### config.mk
export PLATFORM = sky130hd
export DESIGN_NAME = mem_req_arbiter
export DESIGN_NICKNAME = d
export VERILOG_FILES = /design/src/rtl/mem_req_arbiter.sv
export SDC_FILE = /design/constraint.sdc
export NUM_CORES = 1
export LEC_CHECK = 0
export ABC_CLOCK_PERIOD_IN_PS = 6500
export CORE_MARGIN = 2
export CORE_UTILIZATION = 40
export CTS_BUF_LIST = sky130_fd_sc_hd__clkbuf_8
export DETAILED_ROUTE_END_ITERATION = 12
export GPL_TIMING_DRIVEN = 0
export PLACE_DENSITY = 0.95
export SYNTH_ARGS = -nofsm -noshare
export SYNTH_HDL_FRONTEND = slang
export SYNTH_SLANG_ARGS = --single-unit
export TNS_END_PERCENT = 1
### constraint.sdc
create_clock -name clk -period 6.5 [get_ports clk]
set_input_delay 0.975 -clock clk [delete_from_list [all_inputs] [get_ports clk]]
set_output_delay 0.975 -clock clk [all_outputs]
set_load 0.005 [all_outputs]
### src/rtl/mem_req_arbiter.sv
// N-way request arbiter onto a single registered memory request port.
// Fixed-priority or round-robin selection, with multi-beat packet locking.
module mem_req_arbiter #(
  parameter int NUM_REQ = 4,
  parameter int DATA_W  = 32,
  parameter int ID_W    = 2,
  parameter int RR_MODE = 1
) (
  input  logic                      clk,
  input  logic                      reset,
  input  logic [NUM_REQ-1:0]        io_req_valid,
  output logic [NUM_REQ-1:0]        io_req_ready,
  input  logic [NUM_REQ*DATA_W-1:0] io_req_bits,
  input  logic [NUM_REQ-1:0]        io_req_last,
  output logic                      io_mem_valid,
  input  logic                      io_mem_ready,
  output logic [DATA_W-1:0]         io_mem_bits,
  output logic                      io_mem_last,
  output logic [ID_W-1:0]           io_mem_id,
  output logic                      io_busy
);

  // Handshake: a beat moves on any edge where valid and ready are both high;
  // valid never waits on ready, and ready is only raised to a valid requestor.

  typedef enum logic {
    ST_UNLOCKED = 1'b0,
    ST_LOCKED   = 1'b1
  } state_t;

  state_t              state_q, state_d;
  logic [ID_W-1:0]     lock_idx_q, lock_idx_d;
  logic [ID_W-1:0]     ptr_q, ptr_d;
  logic                mem_valid_q, mem_valid_d;
  logic [DATA_W-1:0]   mem_bits_q, mem_bits_d;
  logic                mem_last_q, mem_last_d;
  logic [ID_W-1:0]     mem_id_q, mem_id_d;

  logic [ID_W-1:0]     grant_idx;
  logic                grant_vld;
  logic [NUM_REQ-1:0]  grant_onehot;
  logic [DATA_W-1:0]   sel_bits;
  logic                sel_last;
  logic                can_accept;
  logic                xfer;

  // Grant selection; in round-robin the scan runs from the farthest slot
  // inward so the nearest valid slot after ptr_q is the last to overwrite.
  always_comb begin
    int idx;
    idx       = 0;
    grant_idx = '0;
    grant_vld = 1'b0;
    if (state_q == ST_LOCKED) begin
      grant_idx = lock_idx_q;
      for (int i = 0; i < NUM_REQ; i++) begin
        if (ID_W'(i) == lock_idx_q) begin
          grant_vld = io_req_valid[i];
        end
      end
    end else if (RR_MODE == 0) begin
      for (int i = 0; i < NUM_REQ; i++) begin
        if (io_req_valid[i]) begin
          grant_idx = ID_W'(i);
          grant_vld = 1'b1;
        end
      end
    end else begin
      for (int k = NUM_REQ; k >= 1; k--) begin
        idx = int'(ptr_q) + k;
        if (idx >= NUM_REQ) begin
          idx = idx - NUM_REQ;
        end
        if (io_req_valid[idx]) begin
          grant_idx = ID_W'(idx);
          grant_vld = 1'b1;
        end
      end
    end
  end

  always_comb begin
    grant_onehot = '0;
    sel_bits     = '0;
    sel_last     = 1'b0;
    for (int i = 0; i < NUM_REQ; i++) begin
      if (grant_vld && (ID_W'(i) == grant_idx)) begin
        grant_onehot[i] = 1'b1;
        sel_bits        = io_req_bits[i*DATA_W +: DATA_W];
        sel_last        = io_req_last[i];
      end
    end
  end

  assign can_accept   = !mem_valid_q || io_mem_ready;
  assign xfer         = grant_vld && can_accept;
  assign io_req_ready = can_accept ? grant_onehot : '0;

  always_comb begin
    state_d     = state_q;
    lock_idx_d  = lock_idx_q;
    ptr_d       = ptr_q;
    mem_valid_d = mem_valid_q;
    mem_bits_d  = mem_bits_q;
    mem_last_d  = mem_last_q;
    mem_id_d    = mem_id_q;
    if (xfer) begin
      mem_valid_d = 1'b1;
      mem_bits_d  = sel_bits;
      mem_last_d  = sel_last;
      mem_id_d    = grant_idx;
      if (state_q == ST_UNLOCKED && !sel_last) begin
        state_d    = ST_LOCKED;
        lock_idx_d = grant_idx;
      end else if (state_q == ST_LOCKED && sel_last) begin
        state_d = ST_UNLOCKED;
      end
      // Pointer advances only when a packet completes.
      if (RR_MODE != 0 && sel_last) begin
        ptr_d = grant_idx;
      end
    end else if (io_mem_ready) begin
      mem_valid_d = 1'b0;
    end
  end

  always_ff @(posedge clk) begin
    if (reset) begin
      state_q     <= ST_UNLOCKED;
      lock_idx_q  <= '0;
      ptr_q       <= ID_W'(NUM_REQ - 1);
      mem_valid_q <= 1'b0;
      mem_bits_q  <= '0;
      mem_last_q  <= 1'b0;
      mem_id_q    <= '0;
    end else begin
      state_q     <= state_d;
      lock_idx_q  <= lock_idx_d;
      ptr_q       <= ptr_d;
      mem_valid_q <= mem_valid_d;
      mem_bits_q  <= mem_bits_d;
      mem_last_q  <= mem_last_d;
      mem_id_q    <= mem_id_d;
    end
  end

  assign io_mem_valid = mem_valid_q;
  assign io_mem_bits  = mem_bits_q;
  assign io_mem_last  = mem_last_q;
  assign io_mem_id    = mem_id_q;
  assign io_busy      = (state_q == ST_LOCKED);

endmodule

==> qor.txt <==
CP Capture Type: output port
Drt wl/cell: 18.7 um
Prevailing post-synth register cell: dfxtp_1
Clock skew: 0.00439 ns
Ranking of synthesized cells by area: dfxtp_1 30%, a41oi_1 9.4%, o21bai_1 8.1%, a22oi_1 7.0%, mux2_1 6.7%
Htree depth: 2
Seq/Total Area, Yosys: 30.4%
CTS sink cnt: 41
Max capacitance violation total: 0
Drt pass-1 iters: 4
Gr usage total: 27.1%
TritonCTS clock tree: built
First-pass GRT wire length: 15.9 mm
Pin count of the biggest net entering global routing: 12
#FFs+latches synth: 41
R2r setup slk: 4.14 ns
Die X: 86.1 um
Clock transition at path regs: 0.08 ns
Util after Layout: 72.6%
Port Buffers: 179
Worst Path Max Fanout: 10
Vias in the first global route: 3278
Starting Density: 42.0%
Global route overflow: 0
Synthesized area: 2700 um^2
NumNets Final: 612
Status: complete, no violations
Final Hold Viols: 0
Via-to-Cell Ratio: 5.70
Max-slew headroom: 65.5%
Crit path max-delay family: buffers and inverters
Worst setup path start: io_req_valid[2]
Cts bufs inserted: 5
IO Count: 180
CP required: 5.52 ns
Fillers: 486
CP arrival: 3.69 ns
Root Driver: clkbuf_8
Sequential share of power: 27.0%
Yosys warns: 0
Initial antenna violation count: 0
Post-CTS Resized: 0
Peak supply drop: 178 uV
Comb power frac: 62.8%
RSZ-0062 raised after global routing: false
Hold_sp: io_mem_last
Vert. Die Dim: 86.1 um
Static leakage: 1.74 nW
Placement row count: 29
Yosys cell types: 40
Multi-input gate area: 1660 um^2
Worst-Margin Slew: 0.518 ns
# DRC: 0
Crit path top cell by count: clkdlybuf4s50_1
Hpwl dp: 7.93 mm
Final setup fails: 0
Critical path's largest stage delay: 0.57 ns
Placed cells: 542
Register Area: 821 um^2
WS Path Type: input port to output port
Layout cells sized above 1: 12.3%
Final wirelength: 10.3 mm
Syn Inst Count: 286
P_int: 0.967 mW
Hold-fix buffer count after cts: 0
Setup TNS: 0 ns
Clock Tree Buf Depth: 2
Clock power share: 10.2%
Final Power: 1.57 mW
Fmax: 215 MHz
Commonest cells in the netlist: 41 x dfxtp_1, 41 x nand2_1, 29 x a41oi_1, 29 x o21bai_1, 25 x a22oi_1
Core area: 6420 um^2
Pwr/cell area: 336 nW/um^2
Min Clock Period, post-route: 4.66 ns
Final std cells w/o fill: 550
Final max-slew violation count: 0
Vias: 3135
Yosys top cell area share: 30.4%
Ys async rst share: 0%
Area grow syn2layout: 73.0%
Tcrit/Tclk final: 71.7%
Total die area: 7410 um^2
Worst Setup Start Kind: input port
Post-placement cell area: 4580 um^2
Count of buffer and inverter cells on the critical path: 5
Psw: 0.599 mW
Initial drt markers: 104
GPL Wtd Cong: 0.784
Slowest-stage cell, CP: clkdlybuf4s50_1
Area leader, netlist: dfxtp_1
Diodes inserted: 0
Clock latency on the worst-skew pair: 0.29 ns
Syn_nets: 426
Post-route cell area: 4660 um^2
Switching Fraction: 38.2%
Setup Fix Bufs, Post-CTS: 0
Hold Path Class: flip-flop to flip-flop
ANT nets after route: 0
CP Cell Sequence: clkdlybuf4s50_1 > and2b_1 > a32o_2 > a221oi_4 > buf_6 > buf_4 > inv_2 > nor3_1 > clkdlybuf4s50_1
R2r startpoint: ptr_q[1]
Synth Area per Inst: 9.43 um^2
Post-synth EDFFs: 0
layer usage:
layer  GRT usage, %  up-vias  routed length, um
met4           9.38        0                217
met5              0        -                  0
li1               -     1467                  -
met1           29.5     1501               3950
met2           50.4      142               5330
met3           6.83       25                788
power by group through the flow:
stage	combinational, mW	clock (mW)	sequential [mW]
floorplan	0.544	0	0.424
global placement	0.952	0	0.419
detailed placement	0.986	0	0.426
CTS	0.988	0.162	0.421
global route	1.05	0.175	0.436
finish	0.984	0.160	0.422
flip-flops by register name, indices dropped and copies added, names as in the netlist:
name / count
io_mem_last: 1
lock_idx_q: 2
io_mem_valid: 1
ptr_q: 2
io_mem_bits: 32
io_busy: 1
io_mem_id: 2
cells by family (layout without fill, tap and decap cells):
kind of cell | Yosys count | in the layout | share of synthesized area, %
and+or+nand+nor | 67 | 67 | 11.1
adders and majority gates | 1 | 1 | 0.464
AOI/OAI and AO/OA | 106 | 106 | 32.3
DFF | 41 | 41 | 30.4
buffers and inverters | 34 | 221 | 8.07
muxes | 37 | 37 | 17.6
cells in the final DEF (no fill, tap or decap), drive strengths merged, types with 2 or more instances in the layout:
cell           synthesis  routed
o21bai                29      29
inv                    5       8
buf                   17      17
clkbuf                12      17
nor3                   5       5
dfxtp                 41      41
mux4                   5       5
nor2                  12      12
a22oi                 30      30
clkdlybuf4s50          0     179
mux2                  30      30
nand2                 43      43
a41oi                 29      29
nand2b                 2       2
mux2i                  2       2
a21oi                  8       8
final timing paths:
path / endpoint / cells after the start
hold reg to reg: io_mem_last / 2
hold / removal: io_mem_last / 2
setup / recovery: io_req_ready[0] / 9
setup reg to reg: lock_idx_q[0] / 9
through the flow:
step | hold WS (ns) | setup slack [ns]
after floorplan | 0.453 | 3.23
after global placement | 0.442 | 1.97
after detailed placement | 0.450 | 1.91
after CTS | 0.461 | 1.90
after global routing | 0.503 | 1.78
final | 0.459 | 1.84
final cells by class:
cell class / count / area share (%)
repair buffers: 179 / 38.4
multi-input cells: 211 / 35.5
flip-flops and latches: 41 / 17.6
plain buffers: 29 / 4.27
well taps: 77 / 2.07
clock buffers: 5 / 1.48
inverters: 5 / 0.402
clock inverters: 3 / 0.241
worst reg2reg max path, stage by stage (launching register included):
cell      delay [ns]
dfxtp_1         0.36
nand2b_1        0.18
a32o_2          0.29
a221oi_4        0.38
mux4_2          0.42
nand2_1         0.09
ha_1            0.19
nand2_1         0.10
mux2i_1         0.17
nor2_1          0.06
(Power assumes the default switching activity.)
==> RTL edit 1, RTL diff (same settings) <==
The parameter `RR_MODE` goes from 1 to 0.
--- a/src/rtl/mem_req_arbiter.sv
+++ b/src/rtl/mem_req_arbiter.sv
@@ -5,5 +5,5 @@
   parameter int DATA_W  = 32,
   parameter int ID_W    = 2,
-  parameter int RR_MODE = 1
+  parameter int RR_MODE = 0
 ) (
   input  logic                      clk,
Check against the original RTL: not equivalent (a bounded check fails within 4 cycles, from zero or initial values and one cycle with reset high).
==> RTL edit 1 against the unedited design <==
Worst hold slack better by 7.3 ps. Area after synthesis shrank 6.6%. Register-to-register slack lost 280 ps. Total power down 10%. Sequential cell count down 2. Critical path type unchanged. Cell count is 4.0% lower. Routed wire length is 7.6% lower. Largest power group unchanged. Largest cell class unchanged. Critical endpoint is now io_req_ready[3]. Clock power increased by 31%. Clock skew rose by 2.5 ps. Cell area fell by 3.1%. Setup slack improved by 400 ps.
==> RTL edit 1: results (changes against the unedited design) <==
[timing]
tightestPinTransition_ps = 708  ; +190 ps
skew_ps = 6.85  ; +2.46 ps
fin_hold_ws_ps = 466  ; +7.34 ps

[min_path]
hold_end = io_mem_id[0]
hold_path.class = reg2reg
min_from = io_mem_id[0]

[global_route]
gr-usage-all-layers = 0.268  ; -0.00283
grt_pass1_wl_microns = 15200  ; -4.2%
use_met3 = 0.0716  ; +0.00324
grt_pass1_vias = 3216  ; -1.9%
grt_max_degree = 13  ; +1
use_met2 = 0.504  ; about the same
met1_usage = 0.289  ; -0.00506

[detailed_routing]
met1_length_microns = 3600  ; -9.0%
routed_wl_microns = 9510  ; -7.6%
via_count = 3033  ; -3.3%
wl_met2_microns = 4990  ; -6.3%
dr.pass1.iters = 5  ; +1

[placement]
placed_area_sq_um = 4400  ; -3.9%
dp_cells = 520  ; -4.1%
hpwl_microns = 7580  ; -4.4%
gp_congestion = 0.884  ; +13%

[cells_and_area]
drive_above_1_share = 0.150  ; +0.0275
nets = 592  ; -3.3%
finalNonFillerCells = 528  ; -4.0%

[critical_path]
reg2reg_from = io_busy
reg2reg_slack_ps = 3860  ; -280 ps
slowest_stage = or4_1
arrival_ps = 3280  ; -410 ps
r2r_cells = 10  ; +1

[power_and_ir_drop]
ir_drop_mv = 0.207  ; +16%
powerClk_mw = 0.210  ; +31%
swShare = 0.366  ; -0.0164
pwr-share-comb = 0.595  ; -0.033
p_leak_nw = 1.69  ; -2.9%

[logic_synthesis]
ys_seq_area_frac = 0.310  ; +0.00558
synthTopCellsByCount = 39 x dfxtp_1, 32 x a221oi_1, 29 x nor2_1, 21 x nand2_1, 15 x mux2_2
syn_nets = 406  ; -4.7%
yosysUniqueCellTypes = 43  ; +7.5%
ys_top_cells_by_area = dfxtp_1 31%, a221oi_1 11%, mux2_2 6.7%, a211oi_2 5.0%, mux2i_1 4.8%
syn_inst = 266  ; -7.0%

[cts]
clk_pin_slew_worst_paths_ps = 70

[run_status]
status = complete, no violations

[RTL edit 1: cell count changes after synthesis, moves of 14 or more]
cell / change
o21bai_1: -29
a211oi_1: +14
mux2_1: -16
a221oi_1: +32
a41oi_1: -29
nor2_1: +18
nand2_1: -20
a22oi_1: -16
[RTL edit 1: worst max-delay path by stage]
stage / endpoint / startpoint / cells past startpoint
2_1_floorplan: io_req_ready[3] / io_req_valid[2] / 6
3_3_place_gp: io_req_ready[3] / io_req_valid[3] / 8
3_5_place_dp: io_req_ready[1] / io_req_valid[3] / 8
4_1_cts: io_req_ready[3] / io_req_valid[3] / 8
5_1_grt: io_req_ready[3] / io_req_valid[2] / 8
6_report: io_req_ready[3] / io_req_valid[3] / 8
[RTL edit 1: area by class of cell]
cell class | instances | area [sq um]
Multi-Input combinational cell | 196 | 1550
Clock buffer | 6 | 82.6
Sequential cell | 39 | 781
Fill cell | 417 | 1470
Timing Repair Buffer | 179 | 1790
Buffer | 27 | 174
Clock inverter | 2 | 35.0
Inverter | 4 | 15.0
Tap cell | 75 | 93.8
[RTL edit 1: cells by family (layout without fill, tap and decap cells)]
family,Yosys count,after routing,share of synthesized area
AO/OA/AOI/OAI,96,96,0.358
adder cells (fa/ha/maj),1,1,0.00497
buffers and inverters,31,218,0.0750
flip-flops,39,39,0.310
multiplexers,27,27,0.115
AND/OR/NAND/NOR,72,72,0.137
[RTL edit 1: stage by stage]
| stage | setup slack, ps | power (mW) |
|---|---|---|
| after global placement | 2250 | 1.17 |
| after detailed placement | 2260 | 1.20 |
| after floorplan | 3270 | 0.842 |
| after CTS | 2250 | 1.41 |
| final | 2240 | 1.41 |
| after global routing | 2140 | 1.49 |
==> RTL edit 2, RTL diff (same flow settings) <==
Without the edit above. Make the reset (`reset`) asynchronous in one clocked block.
--- a/src/rtl/mem_req_arbiter.sv
+++ b/src/rtl/mem_req_arbiter.sv
@@ -125,5 +125,5 @@
   end
 
-  always_ff @(posedge clk) begin
+  always_ff @(posedge clk or posedge reset) begin
     if (reset) begin
       state_q     <= ST_UNLOCKED;
Check against the original RTL: differs if reset is asserted again (counterexample within 4 cycles, from zero or initial values and one cycle with reset high); with reset held inactive, the same outputs for 10 cycles.
==> RTL edit 2 against the unedited design <==
Via count decreased by 2.6%. Total power increased by 21%. Setup slack got worse by 170 ps. Area after synthesis decreased by 3.0%. Clock skew increased by 3.3 ps. Clock power increased by 5%. Largest cell class unchanged. Critical endpoint is now io_req_ready[3]. First-iteration DRC count increased by 23%. Die area decreased by 2.9%. Combinational power increased by 29%. Largest power group unchanged. Sequential cell count unchanged. Global-route usage decreased by 0.66 points. Routed wire length decreased by 6.1%. Cell area decreased by 1.5%.
==> RTL edit 2: results (changes against the unedited design) <==
[logic_synthesis]
syn_nets = 407  ; -4.5%
yosysUniqueCellTypes = 44  ; +10%
ys_top_cells_by_area = dfrtp_1 37%, mux2i_1 11%, a221o_1 8.8%, o31ai_1 6.9%, nand2_1 4.7%
synthTopCellsByCount = 39 x dfrtp_1, 33 x nand2_1, 28 x mux2i_1, 24 x o31ai_1, 23 x a221o_1
syn_inst = 267  ; -6.6%

[global_route]
grt_pass1_wl_microns = 15200  ; -4.4%
grt_max_degree = 42  ; +30
gr-usage-all-layers = 0.264  ; -0.00660

[critical_path]
arrival_ps = 3850  ; +160 ps
reg2reg_from = ptr_q[1]
cp-startpoint = io_req_valid[1]
slowest_stage = a32oi_2

[run_status]
status = complete, no violations

[placement]
dp_cells = 523  ; -3.5%
hpwl_microns = 7570  ; -4.5%
gp_congestion = 0.845  ; +7.8%
io_buffers = 179  ; unchanged

[detailed_routing]
wire_per_inst_microns = 18.2  ; -2.7%
drtIter0Drc = 128  ; +23%
via_count = 3055  ; -2.6%
dr.pass1.iters = 5  ; +1

[min_path]
min_from = io_mem_id[0]

[cells_and_area]
nets = 593  ; -3.1%
drive_above_1_share = 0.0661  ; -0.0565

[power_and_ir_drop]
p_leak_nw = 1.88  ; +8.2%

-- RTL edit 2: cell families (layout without fill, tap and decap cells) --
| logic type | Yosys count | count (layout) | share of synthesized area |
|---|---|---|---|
| simple gates | 69 | 69 | 0.124 |
| fa+ha+maj | 1 | 1 | 0.00478 |
| compound gates | 94 | 94 | 0.289 |
| flops | 41 | 41 | 0.393 |
| buf+inv | 30 | 217 | 0.0579 |
| mux | 32 | 32 | 0.130 |
-- RTL edit 2: through the flow --
stage               cell area (sq um)  setup slack, ps   util  power [mW]
detailed placement               4500             1650  0.709        1.73
global route                     4590             1440  0.723        2.04
CTS                              4590             1640  0.723        1.90
finish                           4590             1670  0.723        1.90
global placement                 4500             1740  0.709        1.68
floorplan                        2620             3180      -        1.19
-- RTL edit 2: path summary, 6_finish.rpt --
kind                                    to  cells past startpoint
min reg2reg                   io_mem_id[0]                      2
max reg2reg                  lock_idx_q[0]                     11
max                        io_req_ready[3]                      8
max in group asynchronous     io_mem_id[0]                      2
min                           io_mem_id[0]                      2
min in group asynchronous  io_mem_bits[21]                      2
-- RTL edit 2: metal layers --
layer  up-vias  GRT usage  wire length (microns)
met5         -          0                      0
met3        20     0.0778                    876
li1       1410          -                      -
met2       165      0.467                   4910
met4         0     0.0866                    218
met1      1460      0.306                   3660
-- RTL edit 2: final cells by class --
type / instances / area share
repair buffers: 179 / 0.390
multi-input cells: 196 / 0.312
flip-flops and latches: 41 / 0.224
plain buffers: 23 / 0.0272
well taps: 77 / 0.0210
clock buffers: 6 / 0.0180
inverters: 7 / 0.00572
clock inverters: 2 / 0.00163
-- RTL edit 2: report_power, final --
part / total, mW / internal, mW / switching [mW]
registers: 0.462 / 0.387 / 0.0751
logic: 1.27 / 0.647 / 0.619
clock network: 0.168 / 0.0836 / 0.0843
